==> src/rtl/multiword_add_seq.sv <==
// Multi-word adder sequencer: drives one external 16-bit ripple adder one slice per
// clock (LS slice first), carrying between slices through a register.
module multiword_add_seq #(
   parameter int WORDS = 4            // slices per operation, 2..8
) (
   input  logic                  clk,
   input  logic                  rst_n,
   input  logic                  start,
   input  logic [16*WORDS-1:0]   a,
   input  logic [16*WORDS-1:0]   b,
   input  logic                  cin,
   output logic                  busy,
   output logic                  done,
   output logic [16*WORDS-1:0]   result,
   output logic                  cout,
   output logic                  overflow,
   output logic [15:0]           adder_x,
   output logic [15:0]           adder_y,
   output logic                  adder_cin,
   input  logic [15:0]           adder_sum,
   input  logic                  adder_cout,
   output logic [1:0]            state_dbg
);

   localparam int W     = 16 * WORDS;
   localparam int IDX_W = $clog2(WORDS);
   localparam int BIT_W = IDX_W + 4;
   localparam logic [IDX_W-1:0] LAST_IDX = IDX_W'(WORDS - 1);

   localparam logic [1:0] ST_IDLE = 2'd0;
   localparam logic [1:0] ST_RUN  = 2'd1;
   localparam logic [1:0] ST_DONE = 2'd2;

   // Handshake: start is sampled only in IDLE or DONE; a start seen while busy is
   // dropped. done is a one-cycle pulse that marks result/cout/overflow valid, and
   // those outputs hold until a later operation overwrites them slice by slice.
   logic [1:0]       state_q,  state_d;
   logic [IDX_W-1:0] idx_q,    idx_d;
   logic             carry_q,  carry_d;
   logic [W-1:0]     a_q,      a_d;
   logic [W-1:0]     b_q,      b_d;
   logic [W-1:0]     result_q, result_d;
   logic             cout_q,   cout_d;
   logic             ovf_q,    ovf_d;
   logic [BIT_W-1:0] bit_base;

   always_comb begin
      state_d   = state_q;
      idx_d     = idx_q;
      carry_d   = carry_q;
      a_d       = a_q;
      b_d       = b_q;
      result_d  = result_q;
      cout_d    = cout_q;
      ovf_d     = ovf_q;
      adder_x   = '0;
      adder_y   = '0;
      adder_cin = 1'b0;
      bit_base  = {idx_q, 4'b0000};

      case (state_q)
         ST_IDLE, ST_DONE: begin
            if (start) begin
               state_d = ST_RUN;
               a_d     = a;
               b_d     = b;
               carry_d = cin;
               idx_d   = '0;
            end else begin
               state_d = ST_IDLE;
            end
         end

         ST_RUN: begin
            adder_x   = a_q[bit_base +: 16];
            adder_y   = b_q[bit_base +: 16];
            adder_cin = carry_q;
            result_d[bit_base +: 16] = adder_sum;
            carry_d   = adder_cout;
            idx_d     = idx_q + 1'b1;
            // Signed overflow only needs the top slice: operand signs and sum sign.
            if (idx_q == LAST_IDX) begin
               cout_d  = adder_cout;
               ovf_d   = (a_q[W-1] == b_q[W-1]) && (adder_sum[15] != a_q[W-1]);
               state_d = ST_DONE;
            end
         end

         default: state_d = ST_IDLE;
      endcase
   end

   always_ff @(posedge clk or negedge rst_n) begin
      if (!rst_n) begin
         state_q  <= ST_IDLE;
         idx_q    <= '0;
         carry_q  <= 1'b0;
         a_q      <= '0;
         b_q      <= '0;
         result_q <= '0;
         cout_q   <= 1'b0;
         ovf_q    <= 1'b0;
      end else begin
         state_q  <= state_d;
         idx_q    <= idx_d;
         carry_q  <= carry_d;
         a_q      <= a_d;
         b_q      <= b_d;
         result_q <= result_d;
         cout_q   <= cout_d;
         ovf_q    <= ovf_d;
      end
   end

   assign busy      = (state_q == ST_RUN);
   assign done      = (state_q == ST_DONE);
   assign result    = result_q;
   assign cout      = cout_q;
   assign overflow  = ovf_q;
   assign state_dbg = state_q;

endmodule
==> config.mk <==
export PLATFORM = sky130hd
export DESIGN_NAME = multiword_add_seq
export DESIGN_NICKNAME = d
export VERILOG_FILES = /design/src/rtl/multiword_add_seq.sv
export SDC_FILE = /design/constraint.sdc
export NUM_CORES = 1
export LEC_CHECK = 0
export ABC_AREA = 1
export BUFFER_PORTS_ARGS = -buffer_cell sky130_fd_sc_hd__buf_4
export CORE_MARGIN = 8
export CORE_UTILIZATION = 40
export DETAILED_ROUTE_END_ITERATION = 16
export MAX_ROUTING_LAYER = met4
export PLACE_DENSITY = 0.61
export SETUP_SLACK_MARGIN = 0.5
export SLEW_MARGIN = 10
export SYNTH_ARGS = -nofsm -noshare
export SYNTH_HDL_FRONTEND = slang
export SYNTH_SLANG_ARGS = --single-unit
export TNS_END_PERCENT = 5
==> constraint.sdc <==
create_clock -name clk -period 6 [get_ports clk]
set_input_delay 1.2 -clock clk [delete_from_list [all_inputs] [get_ports clk]]
set_output_delay 1.2 -clock clk [all_outputs]
set_load 0.02 [all_outputs]
==> flow_summary.yaml, run 1 <==
logic_synthesis:
  synthCells: 1164
  synth_seq_cells: 199
  syn_area_per_cell_um2: 7.84
  synthTopCellsByArea: "dfrtp_1, nand2_1, a21oi_1, inv_1, nor2_1"
  yosys.area.top_type: "dfrtp_1"
  yosys-top-cells-count: "nand2_1, dfrtp_1, a21oi_1, inv_1, nor2_1"
  synth_top_area_share: 0.546
  ys_seq_area_frac: 0.546
  ys_types: 23
  yosysMostFrequentCell: "nand2_1"
  synth_enable_flop_cells: 0
  netlist_area_um2: 9130
  async_reset_ff_frac: 1.00
  ys_warn_count: 0
  synth_nets: 1318
  ys.flop_type: "dfrtp_1"
global_routing:
  grt_max_degree: 201
  globalRouteOverflowTotal: 0
  grt_pass1_vias: 8197
  grt_pass1_wl_um: 45100
  antenna_found_initial: 2
  grt_use_total: 0.207
sta:
  clock-skew-final_ns: 0.0124
  period_share: 0.608
  setup_viol: 0
  slew-limit-headroom: 0.218
  hold_viol_final: 0
  rsz0062_at_grt: "no"
  tightest_slew_ns: 1.17
  drv_slew: 0
  min_period_ns: 3.65
  fin_tns_setup_ns: 0
  fmax_mhz: 274
die:
  die_w_um: 167
  ios: 252
  start_util: 0.406
  core_um2: 22500
  num_rows: 55
  dieArea_um2: 27900
  die_h_um: 167
placement:
  dp_hpwl_um: 19800
  gp_congestion: 0.849
  dp.cells: 1641
  port_buffers: 251
cts:
  numCtsBuffers: 17
  tritoncts: "done"
  cts_resized: 0
  post-cts-setup-buffers: 0
  clock_latency_ns: 0.42
  ctsHoldBuffers: 0
  clkTransAtPathRegs_ns: 0.07
  cts.sinks: 199
  cts_max_path_buffers: 2
  cts-root-buf: "clkbuf_16"
  h-tree-depth: 4
worst_setup_path:
  path_class: "flip-flop to output port"
  crit_path_end_kind: "output port"
  worstPathArrival_ns: 2.45
  critical_path_required_ns: 4.80
  cp-start-kind: "flip-flop"
  worst-path-max-fanout: 46
final_layout:
  layout.nets: 1529
  area_delta_synth_final_pct: 28.0
  final_core_util: 0.519
  final_cells: 1675
  fillers: 2250
  multiInputGateArea_um2: 3250
  seq_area_um2: 4980
  layout-drive-gt1-share: 0.219
detailed_routing:
  drtPass1Iterations: 6
  wirelength_um: 27800
  drc: 0
  vias_per_cell: 4.79
  routedWlPerCell_um: 16.6
  final_antenna_net_count: 0
  vias: 8015
  drtIter0Drc: 624
run:
  cap_violations: 0
power_and_ir_drop:
  power_density_nw_per_um2: 574
  p_leak_nw: 6.44
  peakVddDrop_mv: 0.282
status:
  status: "complete, no violations"
min_path:
  hold_class: "flip-flop to flip-flop"
cells in the final DEF (no fill, tap or decap), types with 4 or more instances in the layout:
master,netlist,layout
nand2_1,318,317
buf_4,13,258
o21ai_1,10,10
clkinvlp_4,0,4
nand3_1,83,83
inv_1,150,149
nor2_1,147,147
ha_1,5,5
o21ai_0,11,11
a21oi_1,160,160
dfrtp_1,199,198
clkbuf_16,0,17
through the flow:
stage	cell area (um^2)	hold slack, ns	setup slack (ns)	power, mW
2_1_floorplan	9130	0.478	3.42	4.35
4_1_cts	11700	0.487	2.29	6.78
3_3_place_gp	11100	0.463	2.83	5.60
5_1_grt	11700	0.501	2.13	7.22
3_5_place_dp	11100	0.467	2.75	5.65
6_report	11700	0.483	2.35	6.71
area by class of cell:
| cell class | count | share of cell area |
|---|---|---|
| well taps | 285 | 0.0305 |
| clock inverters | 13 | 0.0104 |
| inverters | 154 | 0.0495 |
| clock buffers | 19 | 0.0379 |
| repair buffers | 259 | 0.167 |
| flip-flops and latches | 199 | 0.426 |
| multi-input cells | 744 | 0.278 |
| diodes | 2 | 0.000428 |
critical path: stages, from the launching register on:
cell,delay (ns)
dfrtp_2,0.40
inv_2,0.55
buf_4,0.54
nand2_1,0.11
nand3_1,0.09
a21oi_1,0.10
buf_4,0.19
where the power goes:
group          total, mW  switching (mW)  internal [mW]
sequential          2.22           0.253           1.96
clock               1.12           0.527          0.590
combinational       3.37            2.21           1.17
final timing paths:
| check | from | to | slack, ns | cells after the start |
|---|---|---|---|---|
| worst max register to register | idx_q[0]$_DFFE_PN0P_ | result[3]$_DFFE_PN0P_ | 3.23 | 6 |
| worst max-delay path | idx_q[0]$_DFFE_PN0P_ | adder_x[10] | 2.35 | 6 |
| worst min-delay path | result[36]$_DFFE_PN0P_ | result[36]$_DFFE_PN0P_ | 0.48 | 2 |
| max in group asynchronous | rst_n | result[53]$_DFFE_PN0P_ | 3.93 | 2 |
| min in group asynchronous | rst_n | result[6]$_DFFE_PN0P_ | 0.86 | 1 |
| worst min register to register | result[36]$_DFFE_PN0P_ | result[36]$_DFFE_PN0P_ | 0.48 | 2 |
state kept, by name, summed over array words and instances, names as in the netlist:
name       count
idx_q          2
a_q           64
overflow       1
result        64
cout           1
carry_q        1
state_dbg      2
b_q           64
kinds of logic (layout without fill, tap and decap cells):
group / count (synthesis) / after routing / share of synthesized area
compound gates: 182 / 182 / 0.0999
fa+ha+maj: 5 / 5 / 0.00685
buf+inv: 221 / 445 / 0.101
flops: 199 / 199 / 0.546
other cells: 0 / 2 / 0
simple gates: 557 / 557 / 0.247
per-layer routing:
metal / vias up / track usage / routed length, um / share of wire
met5: - / - / 0 / 0
met4: 0 / 0.0588 / 540 / 0.019
met3: 30 / 0.0534 / 1890 / 0.068
met2: 260 / 0.302 / 12300 / 0.44
met1: 3724 / 0.280 / 13100 / 0.47
li1: 4001 / - / - / -
(Power assumes the default switching activity.)
==> run 2, diff against run 1 <==
Clock period 6 ns to 3.7 ns, I/O delays scaled along.
==> flow_summary.yaml, run 2 (synthesized netlist as in run 1, its figures left out) <==
status:
  status: "complete, no violations"
cts:
  cts_max_path_buffers: 2
  clkTransAtPathRegs_ns: 0.08
  clock_latency_ns: 0.42
  post-cts-setup-buffers: 0
  cts-root-buf: "clkbuf_16"
  numCtsBuffers: 17
  h-tree-depth: 4
  cts.sinks: 199
  tritoncts: "done"
  ctsHoldBuffers: 0
  cts_resized: 0
die:
  die_h_um: 167
  num_rows: 55
  ios: 252
  die_w_um: 167
  core_um2: 22500
  dieArea_um2: 27900
  start_util: 0.406
sta:
  fin_tns_setup_ns: 0
  hold_viol_final: 0
  tightest_slew_ns: 1.12
  clock-skew-final_ns: 0.00704
  period_share: 0.809
  rsz0062_at_grt: "no"
  slew-limit-headroom: 0.252
  setup_viol: 0
  drv_slew: 0
  fmax_mhz: 334
  min_period_ns: 2.99
detailed_routing:
  drtIter0Drc: 657
  drc: 0
  vias_per_cell: 4.81
  routedWlPerCell_um: 16.5
  drtPass1Iterations: 5
  vias: 8045
  wirelength_um: 27600
  final_antenna_net_count: 0
worst_setup_path:
  crit_slowest_cell: "nand2_2"
  worstPathCellList: "inv_2, nand2_2, a21oi_1, buf_4"
  crit_path_max_incr_delay_ns: 0.61
  critical_path_required_ns: 2.96
  cp-start-kind: "flip-flop"
  worst-path-max-fanout: 55
  worstPathArrival_ns: 2.25
  crit_path_end_kind: "output port"
  path_class: "flip-flop to output port"
  r2r_cells: 7
global_routing:
  grt_pass1_vias: 8230
  grt_busiest_layer: "met2"
  use_met3: 0.0530
  grt_max_degree: 115
  grtUsageMet1: 0.268
  antenna_found_initial: 0
  gr-usage-met2: 0.310
  globalRouteOverflowTotal: 0
  grt_pass1_wl_um: 44300
  grt_use_total: 0.204
placement:
  place_area_um2: 11200
  gp_congestion: 0.894
  port_buffers: 251
  dp_hpwl_um: 19500
power_and_ir_drop:
  p_leak_nw: 6.48
  peakVddDrop_mv: 0.453
  power_density_nw_per_um2: 934
final_layout:
  area_delta_synth_final_pct: 28.9
  final_common_cell: "nand2_1"
  layout-drive-gt1-share: 0.220
  finalInstanceArea_um2: 11800
  final_cell_mix: "nand2_1, buf_4, dfrtp_1"
  layout.nets: 1530
  fillers: 2215
  num_antenna_cells: 0
run:
  cap_violations: 0
min_path:
  hold_class: "input pin to async pin"
run 2: report_power, final:
part	leakage [nW]	internal, mW	total [mW]	switching (mW)
Sequential	2.36	3.18	3.59	0.410
Clock	0.290	1.02	1.89	0.877
Combinational	3.84	1.91	5.50	3.58
run 2: layout make-up:
| type | count | area, um^2 | area share |
|---|---|---|---|
| sequential | 199 | 4980 | 0.423 |
| multi-input combinational | 744 | 3250 | 0.276 |
| timing repair buffer | 260 | 2010 | 0.171 |
| inverter | 154 | 578 | 0.0491 |
| clock buffer | 17 | 425 | 0.0362 |
| tap | 285 | 357 | 0.0303 |
| clock inverter | 15 | 168 | 0.0143 |
run 2: final timing paths:
| kind | start | endpoint | slack, ns |
|---|---|---|---|
| max | state_dbg[1]$_DFFE_PN0P_ | adder_y[4] | 0.71 |
| min | rst_n | result[0]$_DFFE_PN0P_ | 0.26 |
| max reg2reg | idx_q[1]$_DFFE_PN0P_ | result[3]$_DFFE_PN0P_ | 1.16 |
| min reg2reg | overflow$_DFFE_PN0P_ | overflow$_DFFE_PN0P_ | 0.48 |
| max in group asynchronous | rst_n | b_q[31]$_DFFE_PN0P_ | 2.59 |
| min in group clk | overflow$_DFFE_PN0P_ | overflow$_DFFE_PN0P_ | 0.48 |
run 2: worst max-delay path: cells and delay by family (launching register included):
family          cells  cell delay [ns]
simple gates        1             0.61
flops               1             0.46
compound gates      1             0.42
buf+inv             2             0.32
run 2: through the flow:
step                hold WS [ns]  total power, mW  cells  worst slack, ns  utilization
CTS                        0.255             11.1   1674            0.669        0.523
finish                     0.257             11.0   1674            0.707        0.523
floorplan                  0.444             7.06   1164             1.58            -
global route               0.274             11.8   1674            0.560        0.523
detailed placement         0.466             9.18   1642             1.15        0.496
global placement           0.465             9.09   1642             1.23        0.496
run 2: metal layers:
metal / wire length [um] / vias to the layer above
met2: 12600 / 287
met1: 12600 / 3738
met3: 2000 / 30
met5: 0 / -
li1: - / 3990
met4: 484 / 0
